`src/rtl/reg_file_param_if.sv`:
```
// Bus bundle for reg_file_param: write port, three read ports plus Rd readback,
// PC advance/stall controls and the link-register write request.
interface reg_file_param_if #(
  parameter int DATA_W = 32,
  parameter int ADDR_W = 4
);
  logic              write_enable_ARd;
  logic [ADDR_W-1:0] Rd_Address;
  logic [DATA_W-1:0] Rd_data;
  logic [ADDR_W-1:0] Rn_Address;
  logic [ADDR_W-1:0] Rs_Address;
  logic [ADDR_W-1:0] Rm_Address;
  logic [DATA_W-1:0] Rn;
  logic [DATA_W-1:0] Rs;
  logic [DATA_W-1:0] Rm;
  logic [DATA_W-1:0] Rd;
  logic              pc_enable;
  logic [DATA_W-1:0] PC_next;
  logic              link_enable;
  logic [DATA_W-1:0] PC_out;

  modport master (
    output write_enable_ARd, Rd_Address, Rd_data,
    output Rn_Address, Rs_Address, Rm_Address,
    output pc_enable, PC_next, link_enable,
    input  Rn, Rs, Rm, Rd, PC_out
  );

  modport slave (
    input  write_enable_ARd, Rd_Address, Rd_data,
    input  Rn_Address, Rs_Address, Rm_Address,
    input  pc_enable, PC_next, link_enable,
    output Rn, Rs, Rm, Rd, PC_out
  );
endinterface

```
`src/rtl/reg_file_param.sv`:
```
// Parametrised register file with a dedicated PC, branch-by-write, link write and 3 read ports.
// Defining REG_FILE_BYPASS_EN adds write-first forwarding on Rn/Rs/Rm.
module reg_file_param #(
  parameter int DATA_W         = 32,
  parameter int NUM_REGS       = 16,
  parameter int ADDR_W         = 4,
  parameter int PC_INDEX       = 15,
  parameter int LR_INDEX       = 14,
  parameter int RESET_PC       = 0,
  parameter int PC_READ_OFFSET = 8
) (
  input  logic               clk,
  input  logic               reset,
  reg_file_param_if.slave    bus
);

  localparam logic [ADDR_W-1:0] PC_ADDR      = ADDR_W'(PC_INDEX);
  localparam logic [ADDR_W-1:0] LR_ADDR      = ADDR_W'(LR_INDEX);
  localparam logic [DATA_W-1:0] PC_RESET_VAL = DATA_W'(RESET_PC);
  localparam logic [DATA_W-1:0] PC_OFFSET    = DATA_W'(PC_READ_OFFSET);
  localparam logic [DATA_W-1:0] LINK_OFFSET  = DATA_W'(4);
  localparam bit                LR_IN_RANGE  = (LR_INDEX < NUM_REGS);

  logic [DATA_W-1:0] regs [NUM_REGS];
  logic [DATA_W-1:0] pc;
  logic [DATA_W-1:0] pc_read_value;
  logic [DATA_W-1:0] link_value;
  logic [ADDR_W-1:0] wr_addr;
  logic [DATA_W-1:0] wr_data;
  logic              rd_write_reg;
  logic              rd_write_pc;

  function automatic logic in_range(input logic [ADDR_W-1:0] addr);
    return int'(addr) < NUM_REGS;
  endfunction

  function automatic logic [DATA_W-1:0] stored_read(input logic [ADDR_W-1:0] addr);
    logic [DATA_W-1:0] value;
    value = '0;
    if (addr == PC_ADDR) begin
      value = pc_read_value;
    end else if (in_range(addr)) begin
      value = regs[addr];
    end
    return value;
  endfunction

  // Forwarding only covers writes that will actually land in the array.
  function automatic logic [DATA_W-1:0] port_read(input logic [ADDR_W-1:0] addr);
    logic [DATA_W-1:0] value;
    value = stored_read(addr);
`ifdef REG_FILE_BYPASS_EN
    if (rd_write_reg && addr == wr_addr) begin
      value = wr_data;
    end else if (LR_IN_RANGE && bus.link_enable && addr == LR_ADDR && addr != PC_ADDR) begin
      value = link_value;
    end
`endif
    return value;
  endfunction

  assign wr_addr       = bus.Rd_Address;
  assign wr_data       = bus.Rd_data;
  assign pc_read_value = pc + PC_OFFSET;
  assign link_value    = pc + LINK_OFFSET;
  assign rd_write_pc   = bus.write_enable_ARd && (wr_addr == PC_ADDR);
  assign rd_write_reg  = bus.write_enable_ARd && (wr_addr != PC_ADDR) && in_range(wr_addr);

  // The Rd write is placed after the link write so it wins an LR collision.
  always_ff @(posedge clk or posedge reset) begin
    if (reset) begin
      for (int i = 0; i < NUM_REGS; i++) begin
        regs[i] <= '0;
      end
      pc <= PC_RESET_VAL;
    end else begin
      if (rd_write_pc) begin
        pc <= wr_data;
      end else if (bus.pc_enable) begin
        pc <= bus.PC_next;
      end
      if (LR_IN_RANGE && bus.link_enable) begin
        regs[LR_ADDR] <= link_value;
      end
      if (rd_write_reg) begin
        regs[wr_addr] <= wr_data;
      end
    end
  end

  always_comb begin
    bus.Rn     = port_read(bus.Rn_Address);
    bus.Rs     = port_read(bus.Rs_Address);
    bus.Rm     = port_read(bus.Rm_Address);
    bus.Rd     = stored_read(bus.Rd_Address);
    bus.PC_out = pc;
  end

endmodule

```
`src/flat_wrapper.sv`:
```
// flat-port wrapper written by rule: the top's interface ports become plain ports
module reg_file_param_flat 
#(
  parameter int DATA_W         = 32,
  parameter int NUM_REGS       = 16,
  parameter int ADDR_W         = 4,
  parameter int PC_INDEX       = 15,
  parameter int LR_INDEX       = 14,
  parameter int RESET_PC       = 0,
  parameter int PC_READ_OFFSET = 8
)
  (clk, reset, bus_write_enable_ARd, bus_Rd_Address, bus_Rd_data, bus_Rn_Address, bus_Rs_Address, bus_Rm_Address, bus_pc_enable, bus_PC_next, bus_link_enable, bus_Rn, bus_Rs, bus_Rm, bus_Rd, bus_PC_out);
  reg_file_param_if #(.DATA_W(DATA_W), .ADDR_W(ADDR_W)) bus_i ();
  input  logic clk;
  input  logic reset;
  input wire logic [$bits(bus_i.write_enable_ARd)-1:0] bus_write_enable_ARd;
  input wire logic [$bits(bus_i.Rd_Address)-1:0] bus_Rd_Address;
  input wire logic [$bits(bus_i.Rd_data)-1:0] bus_Rd_data;
  input wire logic [$bits(bus_i.Rn_Address)-1:0] bus_Rn_Address;
  input wire logic [$bits(bus_i.Rs_Address)-1:0] bus_Rs_Address;
  input wire logic [$bits(bus_i.Rm_Address)-1:0] bus_Rm_Address;
  input wire logic [$bits(bus_i.pc_enable)-1:0] bus_pc_enable;
  input wire logic [$bits(bus_i.PC_next)-1:0] bus_PC_next;
  input wire logic [$bits(bus_i.link_enable)-1:0] bus_link_enable;
  output wire logic [$bits(bus_i.Rn)-1:0] bus_Rn;
  output wire logic [$bits(bus_i.Rs)-1:0] bus_Rs;
  output wire logic [$bits(bus_i.Rm)-1:0] bus_Rm;
  output wire logic [$bits(bus_i.Rd)-1:0] bus_Rd;
  output wire logic [$bits(bus_i.PC_out)-1:0] bus_PC_out;
  assign bus_i.write_enable_ARd = bus_write_enable_ARd;
  assign bus_i.Rd_Address = bus_Rd_Address;
  assign bus_i.Rd_data = bus_Rd_data;
  assign bus_i.Rn_Address = bus_Rn_Address;
  assign bus_i.Rs_Address = bus_Rs_Address;
  assign bus_i.Rm_Address = bus_Rm_Address;
  assign bus_i.pc_enable = bus_pc_enable;
  assign bus_i.PC_next = bus_PC_next;
  assign bus_i.link_enable = bus_link_enable;
  assign bus_Rn = bus_i.Rn;
  assign bus_Rs = bus_i.Rs;
  assign bus_Rm = bus_i.Rm;
  assign bus_Rd = bus_i.Rd;
  assign bus_PC_out = bus_i.PC_out;
  reg_file_param #(.DATA_W(DATA_W), .NUM_REGS(NUM_REGS), .ADDR_W(ADDR_W), .PC_INDEX(PC_INDEX), .LR_INDEX(LR_INDEX), .RESET_PC(RESET_PC), .PC_READ_OFFSET(PC_READ_OFFSET)) u_core (.clk(clk), .reset(reset), .bus(bus_i));
endmodule
```
`config.mk`:
```
export PLATFORM = sky130hd
export DESIGN_NAME = reg_file_param_flat
export DESIGN_NICKNAME = d
export VERILOG_FILES = /design/src/rtl/reg_file_param_if.sv /design/src/rtl/reg_file_param.sv /design/src/flat_wrapper.sv
export SDC_FILE = /design/constraint.sdc
export NUM_CORES = 2
export LEC_CHECK = 0
export BUFFER_PORTS_ARGS = -buffer_cell sky130_fd_sc_hd__buf_2
export CORE_UTILIZATION = 35
export CTS_CLUSTER_DIAMETER = 50
export DETAILED_ROUTE_END_ITERATION = 7
export GPL_ROUTABILITY_DRIVEN = 0
export HOLD_SLACK_MARGIN = 0.15
export MAX_ROUTING_LAYER = met4
export PLACE_DENSITY = 0.56
export RECOVER_POWER = 50
export SKIP_CTS_REPAIR_TIMING = 1
export SLEW_MARGIN = 20
export SYNTH_ARGS = -nofsm -noshare
export SYNTH_HDL_FRONTEND = slang
export SYNTH_SLANG_ARGS = --single-unit
```
`constraint.sdc`:
```
create_clock -name clk -period 19.8 [get_ports clk]
set_clock_uncertainty 0.2 [all_clocks]
set_input_delay 4.95 -clock clk [delete_from_list [all_inputs] [get_ports clk]]
set_output_delay 4.95 -clock clk [all_outputs]
set_load 0.02 [all_outputs]
```
# == Yosys cells after proc, flatten, opt, wreduce, memory -nomap -nowiden ==
# Cells that the tools add are included.
# classes
eq_ne,5
reduce_logical,4
n_mux,23
n_addsub,2
magnitude_cmp,5
n_bitwise,4
# op_table
cell,n
$bmux 32 s4,4
$bwmux 512,1
$mux 32,16
$demux 32 s4,1
$mux 64,1
$add 32x3->32 const B,1
$add 32x4->32 const B,1
$ge 5x5->1 const B,4
$not 4->5,4
$eq 4x4->1 const B,4
$lt 5x1->1 const B,1
$ne 4x4->1 const B,1
$logic_and 1x1->1,3
$reduce_bool 2->1,1
# totals
regBits,544
in_bits,85
out_inout_bits,160
elab_cells,60

# == Logic depth before layout (Yosys ltp) ==
# depth
depth_word,7
ltp_mapped,9
depth_no_buf,6

# == Least setup slack after synthesis ==
# Ideal clock, no wire load.
# synth_timing
path_kind,in2out
startpoint,input bus_Rm_Address[1]
endpoint,output bus_Rm[17]
stages,8
required_ps,14650
slack_ps,8064
n_path_buf,5
arrival_ps,6586
path_cell_list,buf_2 -> buf_4 -> buf_2 -> buf_4 -> nand4_1 -> clkbuf_1 -> nor2_1 -> a211oi_1
# synth_via
elab_chain_cells,5
elab_cells_between_ends,6
classes_between,eq/ne (1); mux (4); bitwise (1)
# synth_lines
element,line_no,rtl
start: declaration,flat_wrapper.sv:21,input wire logic [$bits(bus_i.Rm_Address)-1:0] bus_Rm_Address;
$not 4->5 (implied by the code),reg_file_param.sv:43,value = regs[addr];
$bmux 32 s4,reg_file_param.sv:43,
$mux 32 (implied by the code) (2 in series),reg_file_param.sv:43,
$mux 32 *,reg_file_param.sv:40,if (addr == PC_ADDR) begin
end: declaration,flat_wrapper.sv:27,output wire logic [$bits(bus_i.Rm)-1:0] bus_Rm;
# Every way passes the cells marked *; elsewhere a longest branch is shown, timed or not. The select of a mux whose other input is x is not followed.

# == Final worst setup path ==
# layout_timing
startpoint,input bus_Rd_Address[0]
endpoint,output bus_Rd[29]
# layout_via
elab_chain_cells,5
elab_cells_between_ends,6
classes_between,eq/ne (1); mux (4); bitwise (1)
# layout_lines
element,line_no,rtl
start: declaration,flat_wrapper.sv:17,input wire logic [$bits(bus_i.Rd_Address)-1:0] bus_Rd_Address;
$not 4->5 (implied by the code),reg_file_param.sv:43,
$bmux 32 s4,reg_file_param.sv:43,
$mux 32 (implied by the code) (2 in series),reg_file_param.sv:43,
$mux 32 *,reg_file_param.sv:40,
end: declaration,flat_wrapper.sv:28,output wire logic [$bits(bus_i.Rd)-1:0] bus_Rd;
# Marks and branches as above.

==> results.py <==
metrics = {
    "cells_and_area": {
        "fill_cells": 10073,
        "layout_common_cells": "dfrtp_1 (522), mux2_2 (521), mux4_2 (386)",
        "finalNetCount": 3091,
        "final_cell_area_um2": 41600,
        "final_common_cell": "dfrtp_1",
        "syn_to_final_growth_pct": 12.4,
        "drive_gt1_frac": 0.441,
        "fin_cells": 4461,
    },
    "floorplanning": {
        "pin_count": 245,
        "fp.dieW_um": 327,
        "die_h_um": 327,
        "rows": 118,
        "dieArea_um2": 107000,
        "core_area_um2": 104000,
        "start_util": 0.356,
    },
    "global_route": {
        "grt_antenna_before_repair": 21,
        "groute.usage.overall": 0.295,
        "grt_use_met1": 0.389,
        "grt_pass1_wl_um": 221000,
        "grtUsageMet3": 0.0910,
        "grt_pass1_vias": 28791,
        "grtUsageMet2": 0.415,
        "top_usage_layer": "met2",
        "grt_max_degree": 156,
        "grt_overflow": 0,
    },
    "worst_setup_path": {
        "end_kind": "primary output",
        "cp_data_required_time_ns": 14.65,
        "cp.arrival_ns": 11.21,
        "critPathMaxFanout": 100,
        "criticalPathCategory": "in2out",
        "cp-start-kind": "primary input",
    },
    "routing": {
        "first_pass_iters": 7,
        "vias": 29887,
        "wire_per_inst_um": 34.8,
        "drc": 0,
        "routed_wirelength_um": 155000,
        "drt-vias-per-instance": 6.70,
        "postRouteAntennaNets": 0,
        "drt_iter0_markers": 3944,
    },
    "timing": {
        "final_hold_viol_count": 0,
        "hold_slack_ns": 0.177,
        "finalCriticalPeriod_ns": 16.36,
        "rsz0062_at_grt": "false",
        "slew_headroom": -2.69,
        "layout_setup_ws_ns": 3.44,
        "finalSetupTns_ns": 0,
        "slew_viol_final": 344,
        "setup_violations": 0,
        "finalCritPeriodShare": 0.826,
        "timing.fmax_ghz": 0.0611,
        "worstMarginPinSlew_ns": 5.50,
    },
    "yosys": {
        "async_flop_share": 1.00,
        "ys_warn_count": 0,
        "synth_edf_count": 0,
        "synth-main-ff-cell": "dfrtp_1",
        "yosysSeqAreaShare": 0.353,
        "synth_nets": 3037,
        "ys_ff_latch": 522,
        "syn_inst": 2950,
        "syn_area_um2": 37100,
        "synth_cell_types": 65,
        "syn_avg_cell_area_um2": 12.6,
    },
    "place": {
        "port_buffers": 244,
        "dp_cells": 4305,
        "place_hpwl_um": 98000,
        "postPlaceCellArea_um2": 39000,
        "place_ws_ns": 5.89,
    },
    "clock_network": {
        "cts_tree": "yes",
        "clk_latency_ns": 0.65,
        "path_clk_slew_ns": 0.05,
        "h-tree-depth": 3,
        "cts_buffers": 77,
        "root_buffer": "clkbuf_16",
        "cts_sinks": 522,
        "max-clock-path-buffers": 3,
    },
    "power_and_ir_drop": {
        "p_leak_uw": 0.0163,
        "powerDensity_nw_per_um2": 106,
        "vdd_drop_max_mv": 0.0593,
    },
    "run_status": {
        "violations": "max-capacitance violations, max-slew violations",
        "status": "finished with violations",
    },
    "worst_hold_path": {
        "hp-class": "reg2reg",
    },
    "flow_run": {
        "cap_violations": 7,
    },
}
## critical path: stages
cell and delay [ns]:
clkbuf_1 3.68, buf_12 0.56, nand3_1 0.71, buf_4 0.46
o21ai_1 0.44, buf_2 0.26
## through the flow
stage	util	power, uW
after floorplan	-	2480
after global placement	0.374	2870
after detailed placement	0.374	2890
after CTS	0.400	4390
after global routing	0.399	4560
final	0.399	4410
## layer usage
layer	share of wire	wire [um]
met5	0	0
met2	0.43	66900
met1	0.39	61300
met4	0.049	7650
met3	0.12	19400
## synth_stat cells, drive strengths merged, types with 56 or more instances
cell type  count  area share
mux2         543        0.17
dfrtp        522        0.35
mux4         388        0.24
buf          208       0.034
o21ai        141       0.019
nand2        140       0.014
o22ai        138       0.023
clkbuf       127       0.013
mux2i        113       0.031
nor2         111       0.012
a21oi        103       0.014
a221oi        56       0.013
## cells by family (layout without fill, tap and decap cells)
logic type	Yosys count	after routing	synth area share
AND/OR/NAND/NOR	390	390	0.0524
adder cells (fa/ha/maj)	2	2	0.000675
buffers and inverters	351	468	0.0490
other	0	14	0
XOR/XNOR	54	54	0.0128
AO/OA/AOI/OAI	587	587	0.101
flip-flops	522	522	0.353
multiplexers	1044	1044	0.432
## registers in the layout, summed over array words and instances, names as in the netlist
name               flops
u_core.bus.PC_out     32
u_core.regs          490
## cell type report
type                       instances  area, um^2  area share
antenna                           14        35.0    0.000841
inverter                          16        61.3     0.00147
timing repair buffer             310        1770      0.0426
clock buffer                      96        2150      0.0517
clock inverter                    46         599      0.0144
multi-input combinational       2077       22200       0.534
tap                             1380        1730      0.0415
sequential                       522       13100       0.314
## report_power, final
group / internal (uW) / switching, uW / total (uW)
clock network: 906 / 589 / 1490
logic: 688 / 603 / 1290
registers: 1300 / 321 / 1620
total: 2890 / 1510 / 4410
## final timing paths
kind / start / endpoint / slack (ns) / cells after the start
max: bus_Rd_Address[0] / bus_Rd[29] / 3.44 / 6
min: u_core.regs[26]$_DFFE_PP0P_ / u_core.regs[26]$_DFFE_PP0P_ / 0.18 / 0
max reg2reg: u_core.bus.PC_out[3]$_DFFE_PP0P_ / u_core.regs[59]$_DFF_PP0_ / 16.44 / 6
min reg2reg: u_core.regs[26]$_DFFE_PP0P_ / u_core.regs[26]$_DFFE_PP0P_ / 0.18 / 0
max in group asynchronous: reset / u_core.regs[468]$_DFFE_PP0P_ / 7.99 / 5
min in group asynchronous: reset / u_core.regs[423]$_DFFE_PP0P_ / 5.83 / 2
Note: power is estimated with default switching activity, not from simulation.
